### src/rtl/corretor_hamming_if.sv
`timescale 1ns/1ps
`default_nettype none
// ============================================================================
// Module   : corretor_hamming_if
// Brief    : Codeword input stream and corrected-word output stream for
//            the Hamming(15,11) corrector.
// Revision : 1.0
// ============================================================================
interface corretor_hamming_if;
    logic [14:0] entrada;
    logic        in_valid;
    logic        in_ready;
    logic [14:0] saida;
    logic [10:0] dados;
    logic [3:0]  sindrome;
    logic        corrigido;
    logic        out_valid;
    logic        out_ready;

    modport slave (
        input  entrada, in_valid, out_ready,
        output in_ready, saida, dados, sindrome, corrigido, out_valid
    );

    modport master (
        output entrada, in_valid, out_ready,
        input  in_ready, saida, dados, sindrome, corrigido, out_valid
    );
endinterface
`default_nettype wire

### src/rtl/corretor_hamming.sv
`timescale 1ns/1ps
`default_nettype none
// ============================================================================
// Module   : corretor_hamming
// Brief    : Two-stage Hamming(15,11) single-error corrector with valid/ready
//            handshake and a saturating count of corrected words.
// Revision : 1.0
// ============================================================================
module corretor_hamming #(
    parameter int CNT_W = 16
) (
    input  wire logic             clk,
    input  wire logic             rst_n,
    corretor_hamming_if.slave     bus,
    input  wire logic             limpar_cnt,
    output logic [CNT_W-1:0]      cnt_corrigidos
);

    localparam logic [CNT_W-1:0] CNT_MAX = '1;

    logic              s1_valid_q, s1_valid_d;
    logic [14:0]       s1_word_q,  s1_word_d;
    logic [3:0]        s1_sind_q,  s1_sind_d;
    logic              out_valid_q, out_valid_d;
    logic [14:0]       saida_q,    saida_d;
    logic [10:0]       dados_q,    dados_d;
    logic [3:0]        sind_q,     sind_d;
    logic              corr_q,     corr_d;
    logic [CNT_W-1:0]  cnt_q,      cnt_d;

    logic              adv1;
    logic              adv2;
    logic [3:0]        sind_in;
    logic [14:0]       flip_mask;
    logic [14:0]       s1_fixed;

    // Syndrome bit k is the parity of every position whose index has bit k set.
    always_comb begin
        logic [3:0] pos;
        sind_in = '0;
        for (int p = 1; p <= 15; p++) begin
            pos = 4'(p);
            for (int k = 0; k < 4; k++) begin
                if (pos[k]) begin
                    sind_in[k] = sind_in[k] ^ bus.entrada[p-1];
                end
            end
        end
    end

    // One-hot flip of the position named by the syndrome; zero syndrome flips nothing.
    always_comb begin
        for (int p = 1; p <= 15; p++) begin
            flip_mask[p-1] = (s1_sind_q == 4'(p));
        end
        s1_fixed = s1_word_q ^ flip_mask;
    end

    always_comb begin
        adv2        = !out_valid_q || bus.out_ready;
        adv1        = !s1_valid_q || adv2;

        s1_valid_d  = s1_valid_q;
        s1_word_d   = s1_word_q;
        s1_sind_d   = s1_sind_q;
        out_valid_d = out_valid_q;
        saida_d     = saida_q;
        dados_d     = dados_q;
        sind_d      = sind_q;
        corr_d      = corr_q;
        cnt_d       = cnt_q;

        if (adv1) begin
            s1_valid_d = bus.in_valid;
            if (bus.in_valid) begin
                s1_word_d = bus.entrada;
                s1_sind_d = sind_in;
            end
        end

        if (adv2) begin
            out_valid_d = s1_valid_q;
            if (s1_valid_q) begin
                saida_d = s1_fixed;
                dados_d = {s1_fixed[14:8], s1_fixed[6:4], s1_fixed[2]};
                sind_d  = s1_sind_q;
                corr_d  = |s1_sind_q;
            end
        end

        // Clear takes priority over a simultaneous increment.
        if (limpar_cnt) begin
            cnt_d = '0;
        end else if (out_valid_q && bus.out_ready && corr_q && (cnt_q != CNT_MAX)) begin
            cnt_d = cnt_q + CNT_W'(1);
        end
    end

    always_ff @(posedge clk or negedge rst_n) begin
        if (!rst_n) begin
            s1_valid_q  <= 1'b0;
            s1_word_q   <= '0;
            s1_sind_q   <= '0;
            out_valid_q <= 1'b0;
            saida_q     <= '0;
            dados_q     <= '0;
            sind_q      <= '0;
            corr_q      <= 1'b0;
            cnt_q       <= '0;
        end else begin
            s1_valid_q  <= s1_valid_d;
            s1_word_q   <= s1_word_d;
            s1_sind_q   <= s1_sind_d;
            out_valid_q <= out_valid_d;
            saida_q     <= saida_d;
            dados_q     <= dados_d;
            sind_q      <= sind_d;
            corr_q      <= corr_d;
            cnt_q       <= cnt_d;
        end
    end

    assign bus.in_ready   = adv1;
    assign bus.out_valid  = out_valid_q;
    assign bus.saida      = saida_q;
    assign bus.dados      = dados_q;
    assign bus.sindrome   = sind_q;
    assign bus.corrigido  = corr_q;
    assign cnt_corrigidos = cnt_q;

endmodule
`default_nettype wire

### src/flat_wrapper.sv
// flat-port wrapper written by rule: the top's interface ports become plain ports
module corretor_hamming_flat 
#(
    parameter int CNT_W = 16
)
  (clk, rst_n, limpar_cnt, cnt_corrigidos, bus_entrada, bus_in_valid, bus_out_ready, bus_in_ready, bus_saida, bus_dados, bus_sindrome, bus_corrigido, bus_out_valid);
  corretor_hamming_if bus_i ();
  input  wire logic clk;
  input  wire logic rst_n;
  input  wire logic limpar_cnt;
  output logic [CNT_W-1:0] cnt_corrigidos;
  input wire logic [$bits(bus_i.entrada)-1:0] bus_entrada;
  input wire logic [$bits(bus_i.in_valid)-1:0] bus_in_valid;
  input wire logic [$bits(bus_i.out_ready)-1:0] bus_out_ready;
  output wire logic [$bits(bus_i.in_ready)-1:0] bus_in_ready;
  output wire logic [$bits(bus_i.saida)-1:0] bus_saida;
  output wire logic [$bits(bus_i.dados)-1:0] bus_dados;
  output wire logic [$bits(bus_i.sindrome)-1:0] bus_sindrome;
  output wire logic [$bits(bus_i.corrigido)-1:0] bus_corrigido;
  output wire logic [$bits(bus_i.out_valid)-1:0] bus_out_valid;
  assign bus_i.entrada = bus_entrada;
  assign bus_i.in_valid = bus_in_valid;
  assign bus_i.out_ready = bus_out_ready;
  assign bus_in_ready = bus_i.in_ready;
  assign bus_saida = bus_i.saida;
  assign bus_dados = bus_i.dados;
  assign bus_sindrome = bus_i.sindrome;
  assign bus_corrigido = bus_i.corrigido;
  assign bus_out_valid = bus_i.out_valid;
  corretor_hamming #(.CNT_W(CNT_W)) u_core (.clk(clk), .rst_n(rst_n), .bus(bus_i), .limpar_cnt(limpar_cnt), .cnt_corrigidos(cnt_corrigidos));
endmodule
### config.mk
export PLATFORM = sky130hd
export DESIGN_NAME = corretor_hamming_flat
export DESIGN_NICKNAME = d
export VERILOG_FILES = /design/src/rtl/corretor_hamming_if.sv /design/src/rtl/corretor_hamming.sv /design/src/flat_wrapper.sv
export SDC_FILE = /design/constraint.sdc
export NUM_CORES = 1
export LEC_CHECK = 0
export CAP_MARGIN = 25
export CELL_PAD_IN_SITES_DETAIL_PLACEMENT = 0
export CELL_PAD_IN_SITES_GLOBAL_PLACEMENT = 2
export CORE_UTILIZATION = 33
export CTS_BUF_LIST = sky130_fd_sc_hd__clkbuf_16
export CTS_CLUSTER_SIZE = 12
export DETAILED_ROUTE_END_ITERATION = 8
export PLACE_DENSITY_LB_ADDON = 0.1
export SYNTH_ARGS = -nofsm -noshare
export SYNTH_HDL_FRONTEND = slang
export SYNTH_SLANG_ARGS = --single-unit
### constraint.sdc
create_clock -name clk -period 4.7 [get_ports clk]
set_input_delay 0.47 -clock clk [delete_from_list [all_inputs] [get_ports clk]]
set_output_delay 0.47 -clock clk [all_outputs]
set_load 0.02 [all_outputs]
# Word level (Yosys, flattened, before mapping)
# Index checks and enable logic that the tools add are counted.
# Widths: inputs -> output; s select.
op_classes:
  n_addsub: 1
  multipliers: 0
  n_div: 0
  n_lt_le_gt_ge: 0
  eq_ne: 16
  shifts: 0
  mux: 2
  n_bitwise: 29
  n_reduce_logical: 11
op_table:
  columns: ["operator", "count"]
  rows:
  - ["$eq 4x4->1 const B", 8]
  - ["$mux 16", 2]
  - ["$xor 1x1->1", 28]
  - ["$add 16x1->16 const B", 1]
  - ["$eq 4x3->1 const B", 4]
  - ["$ne 16x16->1 const B", 1]
  - ["$xor 15x15->15", 1]
  - ["$eq 4x2->1 const B", 2]
  - ["$eq 4x1->1 const B", 1]
  - ["$reduce_and 2->1", 2]
  - ["$reduce_or 4->1", 1]
  - ["$logic_and 1x1->1", 3]
  - ["$logic_not 1->1", 2]
  - ["$logic_or 1x1->1", 2]
  - ["$reduce_bool 2->1", 1]
totals:
  ff_bits: 68
  latch_bits: 0
  mem_bits_rw: 0
  romBits: 0
  inputBits: 20
  output_inout_bits: 49
  wordCells: 68
  n_memories: 0

# Longest topological paths before layout
# Gate-level depths: netlist (run 1).
depth:
  depth_word: 7
  ltp_mapped: 6
  depth_no_buf: 5

# Least setup slack after synthesis (run 1)
# OpenSTA, ideal clock, no wires.
synth_path:
  kind: "reg-to-reg"
  start: "register u_core.cnt_q[0], in the netlist u_core.cnt_corrigidos[0]"
  end: "register u_core.cnt_q[10], in the netlist u_core.cnt_corrigidos[10]"
  setup_time_ns: 0.077
  arrival_time_ns: 1.837
  required_time_ns: 4.623
  setup_slack_ns: 2.785
  stages_incl_launch_ff: 7
  path_buffers: 1
  period_less_slack_ns: 1.915
  path_cell_list: "dfrtp_1 > ha_1 > nand2_1 > or3_1 > buf_2 > or4_1 > a21oi_1"
synth_between:
  elab_chain_cells: 3
  elab_cells_between_ends: 6
  cone_classes: "1 x add/sub; 1 x eq/ne; 2 x mux; 2 x reduce/logical"
synth_lines:
  columns: ["element", "line_no", "text"]
  rows:
  - ["start: declaration", "corretor_hamming.sv:29", "logic [CNT_W-1:0] cnt_q, cnt_d;"]
  - ["start signal: assignment", "corretor_hamming.sv:119", "cnt_q <= cnt_d;"]
  - ["$add 16x1->16 or $ne 16x16->1 (tied branches)", "corretor_hamming.sv:95, corretor_hamming.sv:94", null]
  - ["$mux 16 or $logic_and 1x1->1 (tied branches)", "corretor_hamming.sv:94", "end else if (out_valid_q && bus.out_ready && corr_q && (cnt_q != CNT_MAX)) begin"]
  - ["$mux 16 or $reduce_bool 2->1 (tied branches)", null, null]
# Several ways; a longest one is shown, not always the timed one. The select of a mux whose other input is x is not followed.
# A chain may end at the register's enable or synchronous reset.

# Worst setup path in the final report (run 1)
layout_path:
  start: "input bus_out_ready"
  end: "output bus_in_ready"
layout_between:
  elab_chain_cells: 2
layout_lines:
  columns: ["element", "line_no", "text"]
  rows:
  - ["start: declaration", "flat_wrapper.sv:14", "input wire logic [$bits(bus_i.out_ready)-1:0] bus_out_ready;"]
  - ["$logic_or 1x1->1", "corretor_hamming.sv:60", "adv2 = !out_valid_q || bus.out_ready;"]
  - ["$logic_or 1x1->1", "corretor_hamming.sv:61", "adv1 = !s1_valid_q || adv2;"]
  - ["end: declaration", "flat_wrapper.sv:15", "output wire logic [$bits(bus_i.in_ready)-1:0] bus_in_ready;"]
# No other way between the ends.

==> report_table.html, run 1 <==
<table>
<tr><th>Metric</th><th>Value</th></tr>
<tr><th colspan="2">Worst setup path</th></tr>
<tr><td>Sort of element at the start of the critical path</td><td>primary input</td></tr>
<tr><td>Maximum fanout along the worst path</td><td>4</td></tr>
<tr><td>Category of the most critical setup path</td><td>in -&gt; out</td></tr>
<tr><td>CP Capture Type</td><td>output pin</td></tr>
<tr><td>Signal arrival time at the worst endpoint</td><td>1760 ps</td></tr>
<tr><td>WP data required</td><td>4230 ps</td></tr>
<tr><th colspan="2">Synth</th></tr>
<tr><td>Gate count of the mapped netlist</td><td>284</td></tr>
<tr><td>Area leader, netlist</td><td>dfrtp_1</td></tr>
<tr><td>Most used standard cell by instance count after synthesis</td><td>dfrtp_1</td></tr>
<tr><td>Primary FF master, synth</td><td>dfrtp_1</td></tr>
<tr><td>Yosys top cell area share</td><td>48.76%</td></tr>
<tr><td>Count of flip-flops with a built-in enable after synthesis</td><td>0</td></tr>
<tr><td>Portion of the post-synthesis area used by sequential elements</td><td>48.76%</td></tr>
<tr><td>Number of warnings printed during yosys synthesis</td><td>0</td></tr>
<tr><td>Biggest area contributors in the synthesized netlist</td><td>dfrtp_1 (49%), xnor2_1 (8.4%), mux2_2 (7.7%), o21ai_0 (4.1%), nand2_1 (4.1%)</td></tr>
<tr><td>Net Count, Synth</td><td>~310</td></tr>
<tr><td>Top cells by count, synth</td><td>dfrtp_1 (57), nand2_1 (32), xnor2_1 (28), o21ai_0 (24), mux2_2 (20)</td></tr>
<tr><td>Number of register bits inferred by synthesis</td><td>57</td></tr>
<tr><td>Summed instance area of the synthesized netlist</td><td>2925 sq um</td></tr>
<tr><td>Distinct cell type count of the synthesized netlist</td><td>34</td></tr>
<tr><td>Asr flop ratio synth</td><td>100.0%</td></tr>
<tr><td>Mean cell area of the mapped netlist</td><td>10.30 sq um</td></tr>
<tr><th colspan="2">Power and ir drop</th></tr>
<tr><td>Maximum vdd ir drop</td><td>0.2605 mV</td></tr>
<tr><td>Overall power of the completed layout</td><td>1927 uW</td></tr>
<tr><td>Leakage</td><td>0.001536 uW</td></tr>
<tr><td>Pwr per Cell Area</td><td>488.5 nW/um^2</td></tr>
<tr><th colspan="2">STA</th></tr>
<tr><td>Max Freq</td><td>448.8 MHz</td></tr>
<tr><td>Post-layout minimum cycle time</td><td>approximately 2200 ps</td></tr>
<tr><td>Fin Setup TNS</td><td>0 ps</td></tr>
<tr><td>Worst slew margin</td><td>around 44%</td></tr>
<tr><td>Worst setup skew after layout</td><td>between 6 and 7 ps</td></tr>
<tr><td>Number of failing hold endpoints at the final stage</td><td>0</td></tr>
<tr><td>RSZ-0062 raised after global routing</td><td>false</td></tr>
<tr><td>Max-slew violation count</td><td>0</td></tr>
<tr><td>Final setup violation count</td><td>0</td></tr>
<tr><td>Post-route fraction of the period consumed by the critical path</td><td>47.41%</td></tr>
<tr><td>Slew at the pin closest to its max-slew limit</td><td>825.0 ps</td></tr>
<tr><td>Smallest hold slack</td><td>293.0 ps</td></tr>
<tr><th colspan="2">Global route</th></tr>
<tr><td>Initial antenna violation count</td><td>0</td></tr>
<tr><td>Global-route congestion overflow total</td><td>0</td></tr>
<tr><td>Pin count of the biggest net entering global routing</td><td>58</td></tr>
<tr><td>Wire length of the first global-routing pass</td><td>11.15 mm</td></tr>
<tr><td>Total Routing Usage GR</td><td>16.13%</td></tr>
<tr><td>Via count of the first global-routing pass</td><td>2174</td></tr>
<tr><th colspan="2">Cells and area</th></tr>
<tr><td>Synthesis-to-finish area growth</td><td>34.86%</td></tr>
<tr><td>Total of fill cells in the finished design</td><td>816</td></tr>
<tr><td>Final Net Count</td><td>362</td></tr>
<tr><td>Final standard cell count with taps included and fillers excluded</td><td>451</td></tr>
<tr><td>Antenna fix cells</td><td>0</td></tr>
<tr><td>Share of layout cells above drive strength 1</td><td>12.14%</td></tr>
<tr><th colspan="2">Min path</th></tr>
<tr><td>Kind of path behind the tightest hold check</td><td>in -&gt; async</td></tr>
<tr><th colspan="2">Floorplanning</th></tr>
<tr><td>Effective utilization at floorplan</td><td>34.90%</td></tr>
<tr><td>Width of the chip</td><td>96.15 um</td></tr>
<tr><td>Core area</td><td>about 8400 sq um</td></tr>
<tr><td>Boundary pin count</td><td>69</td></tr>
<tr><td>Row count</td><td>33</td></tr>
<tr><td>Total die area</td><td>9245 sq um</td></tr>
<tr><td>Die H</td><td>around 96 um</td></tr>
<tr><th colspan="2">Detailed routing</th></tr>
<tr><td>Vias per inst</td><td>slightly above 5</td></tr>
<tr><td>Count of TritonRoute iterations in the first routing pass</td><td>4</td></tr>
<tr><td>Post-route ant nets</td><td>0</td></tr>
<tr><td>Detailed Route WL</td><td>6.727 mm</td></tr>
<tr><td>Via total after detailed routing</td><td>between 2000 and 2500</td></tr>
<tr><td>Starting DRC count in detailed routing</td><td>97</td></tr>
<tr><td>Average detailed-routed wire length per instance</td><td>14.92 um</td></tr>
<tr><td>Number of remaining DRC errors</td><td>0</td></tr>
<tr><th colspan="2">Clocking</th></tr>
<tr><td>Level count of the clock H-tree</td><td>3</td></tr>
<tr><td>Post-CTS sizing</td><td>0</td></tr>
<tr><td>Post-CTS clock slew at the launch and capture registers of the worst setup and hold paths</td><td>50 ps</td></tr>
<tr><td>Number of setup buffers added after CTS</td><td>0</td></tr>
<tr><td>Clk buf depth</td><td>2</td></tr>
<tr><td>TritonCTS clock tree</td><td>built</td></tr>
<tr><td>Later-pin clock latency in the skew report</td><td>~320 ps</td></tr>
<tr><td>Clk sink count</td><td>57</td></tr>
<tr><td>Clock buffer count from CTS</td><td>9</td></tr>
<tr><td>Number of hold buffers added after CTS</td><td>0</td></tr>
<tr><td>Library cell used as clock root buffer</td><td>clkbuf_16</td></tr>
<tr><th colspan="2">Placed design</th></tr>
<tr><td>Final weighted congestion of routability-driven global placement</td><td>~0.73</td></tr>
<tr><td>Count of port buffers added during placement</td><td>68</td></tr>
<tr><td>DPL Wire Length</td><td>4.672 mm</td></tr>
<tr><td>Cell count after placement</td><td>434</td></tr>
<tr><th colspan="2">Run status</th></tr>
<tr><td>Status</td><td>finished, final reports clean</td></tr>
<tr><th colspan="2">Run</th></tr>
<tr><td>Total of max-cap violations</td><td>0</td></tr>
</table>
## critical path, stage by stage
cell and delay (ps):
clkdlybuf4s50_1 500, nand3b_1 150, clkdlybuf4s50_1 630
## routing by layer
layer  part of all wire (%)  up-vias  track usage [%]  wire length [um]
met3                    4.5        8            3.397               305
li1                       -     1124                -                 -
met4                    1.1        0            6.219                72
met5                      0        -                0                 0
met2                     41       54            21.81              2774
met1                     53     1089            24.67              3574
## final timing paths
| kind | start | to | slack [ps] | cells past startpoint |
|---|---|---|---|---|
| worst max-delay path | bus_out_ready | bus_in_ready | 2470 | 3 |
| worst min-delay path | rst_n | u_core.cnt_corrigidos[8] | 290 | 2 |
| worst max register to register | u_core.cnt_corrigidos[0] | u_core.cnt_corrigidos[8] | 2770 | 5 |
| worst min register to register | u_core.bus.saida[7] | u_core.bus.saida[7] | 480 | 2 |
| max in group asynchronous | rst_n | u_core.s1_sind_q[2] | 3910 | 2 |
| min in group clk | u_core.bus.saida[7] | u_core.bus.saida[7] | 480 | 2 |
## state kept, by name, indices dropped and copies added, names as in the netlist
signal / cells
u_core.cnt_corrigidos: 16
u_core.bus.out_valid: 1
u_core.bus.sindrome: 4
u_core.bus.saida: 4
u_core.s1_word_q: 15
u_core.bus.dados: 11
u_core.s1_valid_q: 1
u_core.s1_sind_q: 4
u_core.bus.corrigido: 1
## cells in the final DEF, fill, tap and decap left out, drive strengths merged, types with 9 or more instances in the layout
master / count
nand2: 32
mux2: 20
clkbuf: 9
dfrtp: 57
o21ai: 24
xnor2: 28
nor2: 9
a21oi: 13
clkdlybuf4s50: 67
## kinds of logic (layout without fill, tap and decap cells)
kind of cell / count (synthesis) / count (layout) / synth area share [%]
multiplexers: 21 / 21 / 8.041
XOR/XNOR: 35 / 35 / 11.42
AO/OA/AOI/OAI: 49 / 49 / 9.581
adder cells (fa/ha/maj): 1 / 1 / 0.4276
AND/OR/NAND/NOR: 91 / 91 / 16.30
flip-flops: 57 / 57 / 48.76
buffers and inverters: 30 / 92 / 5.475
## stage by stage
step	worst slack, ps	instance area [sq um]	util [%]
detailed placement	2297	3606	43.02
floorplan	2786	2925	-
CTS	2466	3918	46.74
global route	2408	3945	47.07
finish	2472	3945	47.07
global placement	2297	3606	43.02
## power breakdown
part	internal, uW	leakage, uW	switching (uW)
logic	287	0.000668	271
clock network	458	0.000156	224
registers	586	0.000712	100
## area by class of cell
class                      instances  area [sq um]  share of cell area (%)
clock buffer                       9         225.2                   5.709
multi-input combinational        197          1339                   33.94
timing repair buffer              71         718.2                   18.20
tap                              105         131.4                   3.330
clock inverter                     7         86.33                   2.188
inverter                           5         18.77                  0.4757
sequential                        57          1426                   36.16
(Power assumes the default switching activity.)
==> run 2: changes to the inputs <==
--- a/config.mk
+++ b/config.mk
@@ -8,7 +8,7 @@
 export CAP_MARGIN = 25
 export CELL_PAD_IN_SITES_DETAIL_PLACEMENT = 0
 export CELL_PAD_IN_SITES_GLOBAL_PLACEMENT = 2
-export CORE_UTILIZATION = 33
+export CORE_UTILIZATION = 31
 export CTS_BUF_LIST = sky130_fd_sc_hd__clkbuf_16
 export CTS_CLUSTER_SIZE = 12
 export DETAILED_ROUTE_END_ITERATION = 8
==> constraint.sdc (replaced) <==
create_clock -name clk -period 2.1 [get_ports clk]
set_input_delay 0.21 -clock clk [delete_from_list [all_inputs] [get_ports clk]]
set_output_delay 0.21 -clock clk [all_outputs]
set_load 0.02 [all_outputs]
==> report_table.html, run 2 (synthesis gave the netlist of run 1 again) <==
<table>
<tr><th>Metric</th><th>Value</th></tr>
<tr><th colspan="2">Detailed routing</th></tr>
<tr><td>Average detailed-routed wire length per instance</td><td>14.77 um (-0.98%)</td></tr>
<tr><td>Starting DRC count in detailed routing</td><td>42 (-57%)</td></tr>
<tr><td>Vias per inst</td><td>4.787 (-5.1%)</td></tr>
<tr><td>Via total after detailed routing</td><td>2226 (-2.2%)</td></tr>
<tr><td>Detailed Route WL</td><td>6.868 mm (+2.1%)</td></tr>
<tr><td>Number of remaining DRC errors</td><td>0 (unchanged)</td></tr>
<tr><td>Post-route ant nets</td><td>0 (unchanged)</td></tr>
<tr><td>Count of TritonRoute iterations in the first routing pass</td><td>4 (unchanged)</td></tr>
<tr><th colspan="2">Worst setup path</th></tr>
<tr><td>Worst R2R Path Depth</td><td>5 (unchanged)</td></tr>
<tr><td>CP Capture Type</td><td>register</td></tr>
<tr><td>Crit path to</td><td>u_core.cnt_corrigidos[8]</td></tr>
<tr><td>Worst R2R Start</td><td>u_core.cnt_corrigidos[0]</td></tr>
<tr><td>Category of the most critical setup path</td><td>reg -&gt; reg</td></tr>
<tr><td>Largest stage delay on the critical path</td><td>500 ps (-130 ps)</td></tr>
<tr><td>Sort of element at the start of the critical path</td><td>register</td></tr>
<tr><td>Endpoint of the worst-slack reg-to-reg timing path</td><td>u_core.cnt_corrigidos[8]</td></tr>
<tr><td>CP max stage cell</td><td>or4_1</td></tr>
<tr><td>WP data required</td><td>2340 ps (-1890 ps)</td></tr>
<tr><td>Worst-case register-to-register setup slack</td><td>180 ps (-2590 ps)</td></tr>
<tr><td>Setup crit start</td><td>u_core.cnt_corrigidos[0]</td></tr>
<tr><td>Ordered cell list for the critical path</td><td>ha_1 &gt; nand2_1 &gt; or3_1 &gt; or4_1 &gt; a21oi_1</td></tr>
<tr><td>Signal arrival time at the worst endpoint</td><td>2160 ps (+400 ps)</td></tr>
<tr><td>Maximum fanout along the worst path</td><td>7 (+3)</td></tr>
<tr><th colspan="2">Power and ir drop</th></tr>
<tr><td>Cell-internal power</td><td>3117 uW (+130%)</td></tr>
<tr><td>Pwr per Cell Area</td><td>1106 nW/um^2 (+130%)</td></tr>
<tr><td>Overall power of the completed layout</td><td>4482 uW (+130%)</td></tr>
<tr><td>Leakage</td><td>0.001582 uW (+3.0%)</td></tr>
<tr><td>Switch share</td><td>30.45% (-0.46 points)</td></tr>
<tr><td>Share of total power in sequential cells</td><td>34.2% (-1.4 points)</td></tr>
<tr><td>Clock power frac</td><td>37.7% (+2.3 points)</td></tr>
<tr><td>Share of power burned in combinational logic</td><td>28.1% (-0.9 points)</td></tr>
<tr><td>Maximum vdd ir drop</td><td>0.4116 mV (+58%)</td></tr>
<tr><td>Switching component of the power</td><td>1365 uW (+130%)</td></tr>
<tr><th colspan="2">Clocking</th></tr>
<tr><td>Clock buffer count from CTS</td><td>9 (unchanged)</td></tr>
<tr><td>Later-pin clock latency in the skew report</td><td>320 ps (about the same)</td></tr>
<tr><td>Clk sink count</td><td>57 (unchanged)</td></tr>
<tr><td>Level count of the clock H-tree</td><td>3 (unchanged)</td></tr>
<tr><td>Number of setup buffers added after CTS</td><td>0 (unchanged)</td></tr>
<tr><td>Library cell used as clock root buffer</td><td>clkbuf_16</td></tr>
<tr><td>TritonCTS clock tree</td><td>built</td></tr>
<tr><td>Post-CTS clock slew at the launch and capture registers of the worst setup and hold paths</td><td>60 ps (about the same)</td></tr>
<tr><td>Clk buf depth</td><td>2 (unchanged)</td></tr>
<tr><th colspan="2">Run</th></tr>
<tr><td>Total of max-cap violations</td><td>0 (unchanged)</td></tr>
<tr><th colspan="2">STA</th></tr>
<tr><td>Worst setup skew after layout</td><td>5.832 ps (-0.9594 ps)</td></tr>
<tr><td>Smallest hold slack</td><td>415.9 ps (+123.0 ps)</td></tr>
<tr><td>Worst slew margin</td><td>70.89% (+26 points)</td></tr>
<tr><td>Max-slew violation count</td><td>0 (unchanged)</td></tr>
<tr><td>Final setup violation count</td><td>0 (unchanged)</td></tr>
<tr><td>Post-layout minimum cycle time</td><td>1919 ps</td></tr>
<tr><td>Max Freq</td><td>~520 MHz</td></tr>
<tr><td>Slew at the pin closest to its max-slew limit</td><td>435.6 ps (-389.4 ps)</td></tr>
<tr><td>Post-route fraction of the period consumed by the critical path</td><td>91.38%</td></tr>
<tr><td>RSZ-0062 raised after global routing</td><td>false</td></tr>
<tr><td>Number of failing hold endpoints at the final stage</td><td>0 (unchanged)</td></tr>
<tr><th colspan="2">Placed design</th></tr>
<tr><td>Placed Area</td><td>3699 sq um (+2.6%)</td></tr>
<tr><td>DPL Wire Length</td><td>5.005 mm (+7.1%)</td></tr>
<tr><td>Count of port buffers added during placement</td><td>68 (unchanged)</td></tr>
<tr><td>Cell count after placement</td><td>448 (+3.2%)</td></tr>
<tr><td>Final weighted congestion of routability-driven global placement</td><td>0.7403 (+1.6%)</td></tr>
<tr><th colspan="2">Floorplanning</th></tr>
<tr><td>Boundary pin count</td><td>69 (unchanged)</td></tr>
<tr><td>Total die area</td><td>9829 sq um (+6.3%)</td></tr>
<tr><td>Row count</td><td>35 (+6.1%)</td></tr>
<tr><td>Effective utilization at floorplan</td><td>31.81% (-3.1 points)</td></tr>
<tr><td>Core area</td><td>9196 sq um (+9.7%)</td></tr>
<tr><td>Width of the chip</td><td>99.14 um (+3.1%)</td></tr>
<tr><td>Die H</td><td>99.14 um (+3.1%)</td></tr>
<tr><th colspan="2">Global route</th></tr>
<tr><td>Via count of the first global-routing pass</td><td>2260 (+4.0%)</td></tr>
<tr><td>Initial antenna violation count</td><td>0 (unchanged)</td></tr>
<tr><td>Global-route congestion overflow total</td><td>0 (unchanged)</td></tr>
<tr><td>Pin count of the biggest net entering global routing</td><td>58 (unchanged)</td></tr>
<tr><td>Total Routing Usage GR</td><td>15.41% (-0.72 points)</td></tr>
<tr><td>Wire length of the first global-routing pass</td><td>11.52 mm (+3.3%)</td></tr>
<tr><th colspan="2">Cells and area</th></tr>
<tr><td>Final Net Count</td><td>370 (+2.2%)</td></tr>
<tr><td>Commonest non-fill, non-tap cell in the layout</td><td>clkdlybuf4s50_1</td></tr>
<tr><td>Share of layout cells above drive strength 1</td><td>14.12% (+2.0 points)</td></tr>
<tr><td>Most frequent cells in the layout</td><td>clkdlybuf4s50_1 (67), dfrtp_1 (57), nand2_1 (32)</td></tr>
<tr><td>Antenna fix cells</td><td>0 (unchanged)</td></tr>
<tr><td>Synthesis-to-finish area growth</td><td>38.54%</td></tr>
<tr><td>Final standard cell count with taps included and fillers excluded</td><td>465 (+3.1%)</td></tr>
<tr><td>Largest register FFs</td><td>16 (unchanged)</td></tr>
<tr><td>Final non-filler cell area</td><td>4053 sq um (+2.7%)</td></tr>
<tr><th colspan="2">Min path</th></tr>
<tr><td>Kind of path behind the tightest hold check</td><td>in -&gt; async</td></tr>
<tr><th colspan="2">Run status</th></tr>
<tr><td>Status</td><td>finished, final reports clean</td></tr>
</table>
run 2: cell types whose count changed in the layout (fill, tap and decap cells not counted), sizes merged:
cell	change
bufinv	+1
dlygate4sd3	+1
clkinv	-1
inv	-1
buf	+7
clkinvlp	+1
run 2: metal layers:
layer,up-vias,global-route usage [%],wire [um]
met3,11,3.162,216
met2,47,25.66,3297
met4,0,7.127,138
met5,-,0,0
met1,1038,19.32,3217
li1,1130,-,-
run 2: worst min path at each step:
stage / startpoint / end / slack [ps] / cells after the start
2_1_floorplan: rst_n / u_core.bus.corrigido / -90 / 0
3_3_place_gp: rst_n / u_core.cnt_corrigidos[5] / 240 / 2
3_5_place_dp: rst_n / u_core.bus.out_valid / 240 / 2
4_1_cts: rst_n / u_core.bus.out_valid / 430 / 3
5_1_grt: rst_n / u_core.cnt_corrigidos[5] / 450 / 3
6_report: rst_n / u_core.cnt_corrigidos[5] / 420 / 3
run 2: cell type report:
cell class,count,area (sq um)
clock buffer,9,225.2
sequential,57,1426
clock inverter,7,118.9
multi-input combinational,197,1339
timing repair buffer,79,785.8
inverter,5,18.77
fill,914,5144
tap,111,138.9
run 2: worst max-delay path: cells and delay by family, from the launching register on:
family / cells / cell delay [ps]
simple gates: 3 / 1040
flops: 1 / 390
fa+ha+maj: 1 / 230
compound gates: 1 / 170
run 2: through the flow:
step | util [%] | TNS, ps | worst slack [ps]
floorplan | - | 0 | 185.5
global placement | 40.22 | 0 | 42.95
detailed placement | 40.22 | -29.24 | -29.24
CTS | 44.07 | 0 | 158.7
global route | 44.07 | 0 | 24.21
finish | 44.07 | 0 | 181.1
run 2: timing repair:
item	CTS	global route
endpoints found under the setup margin	0	0
hold buffers	1	0
endpoints found under the hold margin	57	0
gates resized for setup	0	0
run 2: power groups by stage:
stage               logic (uW)  registers [uW]  clock network, uW
floorplan                  683            1620                  0
global placement          1270            1550                  0
detailed placement        1280            1560                  0
CTS                       1280            1540               1740
global route              1360            1580               1780
finish                    1260            1530               1690
